[config.mk]
export PLATFORM = sky130hd
export DESIGN_NAME = conv3_sched
export DESIGN_NICKNAME = d
export VERILOG_FILES = /design/src/rtl/conv3_pkg.sv /design/src/rtl/conv3_requant.sv /design/src/rtl/conv3_sched.sv
export SDC_FILE = /design/constraint.sdc
export NUM_CORES = 2
export LEC_CHECK = 0
export ABC_AREA = 1
export CORE_AREA = 3 3 697 699
export DETAILED_ROUTE_END_ITERATION = 10
export DIE_AREA = 0 0 700 702
export MAX_ROUTING_LAYER = met4
export SLEW_MARGIN = 5
export SYNTH_ARGS = -nofsm -noshare
export SYNTH_HDL_FRONTEND = slang
export SYNTH_SLANG_ARGS = --single-unit
[constraint.sdc]
create_clock -name clk -period 14.1 [get_ports clk]
set_clock_uncertainty 0.05 [all_clocks]
set_input_delay 2.82 -clock clk [delete_from_list [all_inputs] [get_ports clk]]
set_output_delay 2.82 -clock clk [all_outputs]
set_load 0.01 [all_outputs]
[src/rtl/conv3_pkg.sv]
// Shared widths and the state encoding for the CONV3 layer sequencer.
package conv3_pkg;

    localparam int BW_PER_ACT   = 12;
    localparam int BW_PER_PARAM = 8;
    localparam int CONV3_BW     = 23;
    localparam int ADDR_W       = 12;
    localparam int MAX_MAP_W    = 16;
    localparam int MW_W         = 5;
    localparam int SCALE_W      = 5;
    localparam int N_CH         = 8;

    localparam int ACT_WORD_W = 4 * BW_PER_ACT;       // 2x2 pixels per activation word
    localparam int WVEC_W     = 9 * BW_PER_PARAM;     // 3x3 kernel
    localparam int W_WORD_W   = WVEC_W + BW_PER_PARAM; // kernel plus bias
    localparam int WIN_W      = 16 * BW_PER_ACT;      // 4x4 window
    localparam int CONV_OUT_W = 4 * CONV3_BW;         // 2x2 results per channel
    localparam int BLK_W      = MW_W;
    localparam int ACT_MAX    = (1 << (BW_PER_ACT - 1)) - 1;

    typedef enum logic [2:0] {
        S_IDLE,
        S_WLOAD,
        S_FETCH,
        S_FILL,
        S_CONV,
        S_CAPT,
        S_WRITE,
        S_DONE
    } state_t;

endpackage

[src/rtl/conv3_requant.sv]
// Requantizes one CONV3 result pixel: add scaled bias, arithmetic shift, ReLU, clip.
module conv3_requant
    import conv3_pkg::*;
(
    input  logic [CONV3_BW-1:0]     acc,
    input  logic [BW_PER_PARAM-1:0] bias,
    input  logic [SCALE_W-1:0]      scale,
    output logic [BW_PER_ACT-1:0]   pix
);

    // Wide enough for a bias shifted by the maximum scale without overflow.
    localparam int SUM_W = BW_PER_PARAM + (1 << SCALE_W) + 1;
    localparam logic signed [SUM_W-1:0] CLIP = SUM_W'(ACT_MAX);

    logic signed [SUM_W-1:0] acc_ext;
    logic signed [SUM_W-1:0] bias_sh;
    logic signed [SUM_W-1:0] sum;
    logic signed [SUM_W-1:0] shifted;

    always_comb begin
        acc_ext = {{(SUM_W - CONV3_BW){acc[CONV3_BW-1]}}, acc};
        bias_sh = {{(SUM_W - BW_PER_PARAM){bias[BW_PER_PARAM-1]}}, bias} <<< scale;
        sum     = acc_ext + bias_sh;
        shifted = sum >>> scale;
        if (shifted[SUM_W-1]) begin
            pix = '0;
        end else if (shifted > CLIP) begin
            pix = BW_PER_ACT'(ACT_MAX);
        end else begin
            pix = shifted[BW_PER_ACT-1:0];
        end
    end

endmodule

[src/rtl/conv3_sched.sv]
// Layer sequencer for the 8-channel CONV3 datapath: weight load, 2x2-block raster
// walk, window assembly, result capture and requantized output writes.
module conv3_sched
    import conv3_pkg::*;
(
    input  logic                  clk,
    input  logic                  rst_n,
    input  logic                  start,
    input  logic [MW_W-1:0]       map_w,
    input  logic [ADDR_W-1:0]     act_base,
    input  logic [ADDR_W-1:0]     w_base,
    input  logic [ADDR_W-1:0]     out_base,
    input  logic [SCALE_W-1:0]    scale,
    output logic                  busy,
    output logic                  done,
    output logic                  act_rd_en,
    output logic [ADDR_W-1:0]     act_addr,
    input  logic [ACT_WORD_W-1:0] act_rdata,
    output logic                  w_rd_en,
    output logic [ADDR_W-1:0]     w_addr,
    input  logic [W_WORD_W-1:0]   w_rdata,
    output logic                  out_wr_en,
    output logic [ADDR_W-1:0]     out_addr,
    output logic [ACT_WORD_W-1:0] out_wdata,
    output logic [WIN_W-1:0]      f0,
    output logic [WVEC_W-1:0]     w0,
    output logic [WVEC_W-1:0]     w1,
    output logic [WVEC_W-1:0]     w2,
    output logic [WVEC_W-1:0]     w3,
    output logic [WVEC_W-1:0]     w4,
    output logic [WVEC_W-1:0]     w5,
    output logic [WVEC_W-1:0]     w6,
    output logic [WVEC_W-1:0]     w7,
    input  logic [CONV_OUT_W-1:0] conv3_f_ch0,
    input  logic [CONV_OUT_W-1:0] conv3_f_ch1,
    input  logic [CONV_OUT_W-1:0] conv3_f_ch2,
    input  logic [CONV_OUT_W-1:0] conv3_f_ch3,
    input  logic [CONV_OUT_W-1:0] conv3_f_ch4,
    input  logic [CONV_OUT_W-1:0] conv3_f_ch5,
    input  logic [CONV_OUT_W-1:0] conv3_f_ch6,
    input  logic [CONV_OUT_W-1:0] conv3_f_ch7
);

    state_t                  state;
    logic [3:0]              cnt;

    logic [MW_W-1:0]         mw_q;
    logic [ADDR_W-1:0]       act_base_q;
    logic [ADDR_W-1:0]       out_base_q;
    logic [SCALE_W-1:0]      scale_q;
    logic [ADDR_W-1:0]       npix;

    logic [BLK_W-1:0]        r_q;
    logic [BLK_W-1:0]        c_q;
    logic [ADDR_W-1:0]       act_ptr;
    logic [ADDR_W-1:0]       blk_idx;

    logic [ACT_WORD_W-1:0]   act_buf [3];
    logic [WVEC_W-1:0]       w_q     [N_CH];
    logic [BW_PER_PARAM-1:0] bias_q  [N_CH];
    logic [CONV_OUT_W-1:0]   capt    [N_CH];
    logic [CONV_OUT_W-1:0]   conv_in [N_CH];

    logic [ADDR_W-1:0]       mw_ext;
    logic                    last_blk;
    logic [BLK_W-1:0]        nxt_r;
    logic [BLK_W-1:0]        nxt_c;
    logic [ADDR_W-1:0]       nxt_ptr;
    logic [BW_PER_ACT-1:0]   rq_pix [4];

    assign conv_in[0] = conv3_f_ch0;
    assign conv_in[1] = conv3_f_ch1;
    assign conv_in[2] = conv3_f_ch2;
    assign conv_in[3] = conv3_f_ch3;
    assign conv_in[4] = conv3_f_ch4;
    assign conv_in[5] = conv3_f_ch5;
    assign conv_in[6] = conv3_f_ch6;
    assign conv_in[7] = conv3_f_ch7;

    assign w0 = w_q[0];
    assign w1 = w_q[1];
    assign w2 = w_q[2];
    assign w3 = w_q[3];
    assign w4 = w_q[4];
    assign w5 = w_q[5];
    assign w6 = w_q[6];
    assign w7 = w_q[7];

    assign mw_ext = {{(ADDR_W - MW_W){1'b0}}, mw_q};

    // Raster successor of the current block; the next row starts 2 words on.
    always_comb begin
        last_blk = (r_q == mw_q - 5'd2) && (c_q == mw_q - 5'd2);
        if (c_q == mw_q - 5'd2) begin
            nxt_c   = '0;
            nxt_r   = r_q + 5'd1;
            nxt_ptr = act_ptr + 12'd2;
        end else begin
            nxt_c   = c_q + 5'd1;
            nxt_r   = r_q;
            nxt_ptr = act_ptr + 12'd1;
        end
    end

    // During WRITE, cnt is the channel being written.
    for (genvar p = 0; p < 4; p++) begin : g_rq
        conv3_requant u_rq (
            .acc   (capt[cnt[2:0]][CONV_OUT_W-1-p*CONV3_BW -: CONV3_BW]),
            .bias  (bias_q[cnt[2:0]]),
            .scale (scale_q),
            .pix   (rq_pix[p])
        );
    end

    // NOTE: out_wdata is decoded from registered state only and forced to zero
    // whenever no write is in flight, so it cannot glitch into the SRAM.
    assign out_wdata = out_wr_en ? {rq_pix[0], rq_pix[1], rq_pix[2], rq_pix[3]} : '0;

    always_ff @(posedge clk or negedge rst_n) begin
        if (!rst_n) begin
            state      <= S_IDLE;
            cnt        <= '0;
            busy       <= 1'b0;
            done       <= 1'b0;
            act_rd_en  <= 1'b0;
            act_addr   <= '0;
            w_rd_en    <= 1'b0;
            w_addr     <= '0;
            out_wr_en  <= 1'b0;
            out_addr   <= '0;
            f0         <= '0;
            mw_q       <= '0;
            act_base_q <= '0;
            out_base_q <= '0;
            scale_q    <= '0;
            npix       <= '0;
            r_q        <= '0;
            c_q        <= '0;
            act_ptr    <= '0;
            blk_idx    <= '0;
            // NOTE: these small register arrays are flops, not SRAM macros, so
            // they take the async reset like every other piece of state.
            for (int i = 0; i < N_CH; i++) begin
                w_q[i]    <= '0;
                bias_q[i] <= '0;
                capt[i]   <= '0;
            end
            for (int i = 0; i < 3; i++) begin
                act_buf[i] <= '0;
            end
        end else begin
            done <= 1'b0;
            unique case (state)
                S_IDLE: begin
                    if (start) begin
                        mw_q       <= map_w;
                        act_base_q <= act_base;
                        out_base_q <= out_base;
                        scale_q    <= scale;
                        npix       <= ({7'd0, map_w} - 12'd1) * ({7'd0, map_w} - 12'd1);
                        busy       <= 1'b1;
                        w_rd_en    <= 1'b1;
                        w_addr     <= w_base;
                        cnt        <= '0;
                        state      <= S_WLOAD;
                    end
                end
                S_WLOAD: begin
                    if (cnt != 4'd0) begin
                        w_q[3'(cnt - 4'd1)]    <= w_rdata[W_WORD_W-1 -: WVEC_W];
                        bias_q[3'(cnt - 4'd1)] <= w_rdata[BW_PER_PARAM-1:0];
                    end
                    if (cnt == 4'd7) begin
                        w_rd_en <= 1'b0;
                    end else if (cnt < 4'd7) begin
                        w_addr <= w_addr + 12'd1;
                    end
                    if (cnt == 4'd8) begin
                        cnt <= '0;
                        if (mw_q < 5'd2) begin
                            done  <= 1'b1;
                            state <= S_DONE;
                        end else begin
                            r_q       <= '0;
                            c_q       <= '0;
                            blk_idx   <= '0;
                            act_ptr   <= act_base_q;
                            act_addr  <= act_base_q;
                            act_rd_en <= 1'b1;
                            state     <= S_FETCH;
                        end
                    end else begin
                        cnt <= cnt + 4'd1;
                    end
                end
                S_FETCH: begin
                    if (cnt != 4'd0) begin
                        act_buf[2'(cnt - 4'd1)] <= act_rdata;
                    end
                    cnt <= cnt + 4'd1;
                    case (cnt)
                        4'd0:    act_addr <= act_ptr + 12'd1;
                        4'd1:    act_addr <= act_ptr + mw_ext;
                        4'd2:    act_addr <= act_ptr + mw_ext + 12'd1;
                        default: begin
                            act_rd_en <= 1'b0;
                            cnt       <= '0;
                            state     <= S_FILL;
                        end
                    endcase
                end
                S_FILL: begin
                    // Buffers hold TL, TR, BL; BR is arriving from the SRAM now.
                    f0 <= {act_buf[0][47:24], act_buf[1][47:24],
                           act_buf[0][23:0],  act_buf[1][23:0],
                           act_buf[2][47:24], act_rdata[47:24],
                           act_buf[2][23:0],  act_rdata[23:0]};
                    state <= S_CONV;
                end
                S_CONV: begin
                    state <= S_CAPT;
                end
                S_CAPT: begin
                    for (int i = 0; i < N_CH; i++) begin
                        capt[i] <= conv_in[i];
                    end
                    out_wr_en <= 1'b1;
                    out_addr  <= out_base_q + blk_idx;
                    cnt       <= '0;
                    state     <= S_WRITE;
                end
                S_WRITE: begin
                    if (cnt == 4'd7) begin
                        out_wr_en <= 1'b0;
                        cnt       <= '0;
                        if (last_blk) begin
                            done  <= 1'b1;
                            state <= S_DONE;
                        end else begin
                            r_q       <= nxt_r;
                            c_q       <= nxt_c;
                            act_ptr   <= nxt_ptr;
                            act_addr  <= nxt_ptr;
                            act_rd_en <= 1'b1;
                            blk_idx   <= blk_idx + 12'd1;
                            state     <= S_FETCH;
                        end
                    end else begin
                        out_addr <= out_addr + npix;
                        cnt      <= cnt + 4'd1;
                    end
                end
                S_DONE: begin
                    busy  <= 1'b0;
                    state <= S_IDLE;
                end
                default: begin
                    state <= S_IDLE;
                end
            endcase
        end
    end

endmodule

==> out/metrics.cfg <==
[global_route]
first_global_vias = 98748
grt_start_max_net_pins = 213
grt_pass1_wl_um = 790000
grt.overflow.total = 0
antenna_found_initial = 158
grt_usage_pct = 23.4

[die]
rows = 254
io_pins = 1770
coreArea_mm2 = 0.479
die_x_um = 700
die-area_mm2 = 0.491
die_height_um = 702
initial_core_util_pct = 20.9

[synth]
yosys_warnings = 0
synth_commonest_cells = nand2_1 (4849), dfrtp_1 (1839), o21ai_0 (1814), inv_1 (1157), nand3_1 (1114)
syn_avg_cell_area_um2 = 7.30
syn_area_mm2 = 0.100
yosys_register_bits = 1839
synth.most_common_cell = nand2_1
synth_area_leader_cell = dfrtp_1
yosys_most_used_dff = dfrtp_1
ys_seq_area_share_pct = 45.8
synth_cells = 13748
synth-edff-count = 0
synthDominantCellAreaShare_pct = 45.8
ys_async_sr_fraction_pct = 100
synth.area.top_cells = dfrtp_1 (46%), nand2_1 (18%), o21ai_0 (9.0%), nand3_1 (5.6%), inv_1 (4.3%)
synth_cell_type_count = 76

[critical_path]
critical-path-max-stage-delay_ns = 0.86
critPathRequiredTime_ns = 11.23
arrival_ns = 9.62
cp_max_fo = 41
crit_top_cell = nand2_1
end_kind = output pin
start_kind = register
cp_slowest_cell = dfrtp_4
rr_worst_depth = 13
path_class = reg -> out

[routing]
drc = 0
wire_per_inst_um = 26.4
via_count = 102049
drtAntennaViolNets = 0
dr.pass1.iters = 6
via_per_inst = 4.66
wl_um = 579000
drtIter0Drc = 10175

[clocking]
post_cts_resized = 0
cts_setup_buffers = 0
cts_tree = yes
clkTransAtPathRegs_ns = 0.06
cts_max_path_buffers = 4
holdBufCountCts = 0
cts-htree-levels = 4
insertion_delay_ns = 0.86
cts.sinks = 1839
cts-root-buf = clkbuf_16
cts_buffers = 216

[placement]
io_buffers = 1765
dp_hpwl_um = 462000
gp_congestion = 0.994

[worst_hold_path]
min_path_type = reg -> reg
hold_path_depth = 2

[outcome]
status = finished, violations left
violations = max-capacitance violations

[timing]
fin_crit_sh_pct = 88.5
layout_min_cycle_time_ns = 12.49
setup_violations = 0
tightestPinTransition_ns = 1.47
fin_setup_tns_ns = 0
rsz0062_at_grt = false
hold_viol_final = 0
fmax_mhz = 80.1
maxSlewViolCount = 0
relSlewSlack_pct = 1.28

[finish]
areaGrowthSynthToFinish_pct = 32.2
largest_reg_flops = 736
final_layout_size_suffix_gt1_share_pct = 5.34
num-nets-final = 16332
top_regs = capt x736, f0 x192, act_buf x144
top_register = capt
n_fill_cell = 52657

[flow_run]
maxCapViolCount = 1

-- cells by family after synthesis --
group                    after synthesis  synth area share, %
XOR/XNOR                             123                 1.07
other                                  2              0.00748
multiplexers                           7               0.0698
adder cells (fa/ha/maj)              213                 2.81
AO/OA/AOI/OAI                       2844                 14.9
buffers and inverters               1957                 7.55
flip-flops                          1839                 45.8
AND/OR/NAND/NOR                     6763                 27.7
-- path summary, 6_finish.rpt --
check                              from  slack [ns]       endpoint
max                              cnt[0]        1.61  out_wdata[45]
min                        act_buf[124]        0.39        f0[172]
max reg2reg                    state[0]        8.67         w1[67]
min reg2reg                act_buf[124]        0.39        f0[172]
max in group asynchronous         rst_n        9.25         w1[49]
min in group asynchronous         rst_n        1.78      capt[448]
-- worst max-delay path, delay by kind of cell (launching register included) --
family | cells | cell delay (ns)
buf+inv | 6 | 1.51
simple gates | 22 | 2.87
compound gates | 9 | 3.02
fa+ha+maj | 1 | 0.47
flops | 1 | 0.86
-- final cells by class --
class / count / area, um^2 / share of cell area, %
antenna: 119 / 298 / 0.224
multi-input combinational: 9955 / 47000 / 35.4
sequential: 1839 / 46000 / 34.7
tap: 6400 / 8010 / 6.04
clock buffer: 314 / 6340 / 4.78
timing repair buffer: 1981 / 19400 / 14.7
inverter: 1213 / 4600 / 3.47
clock inverter: 69 / 985 / 0.742
-- placed cells by master, fill, tap and decap left out, types with 40 or more instances in the layout --
cell type,synthesis,layout
nand2_1,4849,4849
dfrtp_1,1839,1831
o21ai_0,1814,1774
clkdlybuf4s50_1,0,1764
inv_1,1157,1150
nand3_1,1114,1111
a21oi_1,666,665
nor2_1,480,477
clkbuf_16,0,216
buf_4,11,204
ha_1,192,192
diode_2,0,119
o21ai_1,76,107
nand4_1,94,94
xor2_1,86,86
a31oi_1,79,72
clkbuf_8,0,57
nor3_1,53,53
inv_2,48,47
nand2_2,43,43
clkbuf_1,530,41
o21a_1,40,40
-- metal layers --
metal | wire length [um] | share of wire (%) | up-vias | track usage, %
met1 | 227000 | 39 | 49586 | 26.9
met4 | 37500 | 6.5 | 0 | 12.8
met5 | 0 | 0 | - | -
met2 | 273000 | 47 | 4034 | 38.1
met3 | 40700 | 7.0 | 826 | 4.75
li1 | - | - | 47603 | -
-- through the flow --
stage	utilization [%]	area [um^2]	hold WS, ns	worst slack, ns	std cells
detailed placement	26.1	125000	0.403	2.51	21388
finish	27.7	133000	0.388	1.61	21890
global placement	26.1	125000	0.398	2.44	21387
CTS	27.6	132000	0.372	1.50	21771
global route	27.7	133000	0.387	1.01	21858
floorplan	-	100000	0.387	5.48	13751
Power is not shown: default switching activity piles up to over one toggle a cycle in this logic, so the estimate is an artifact.
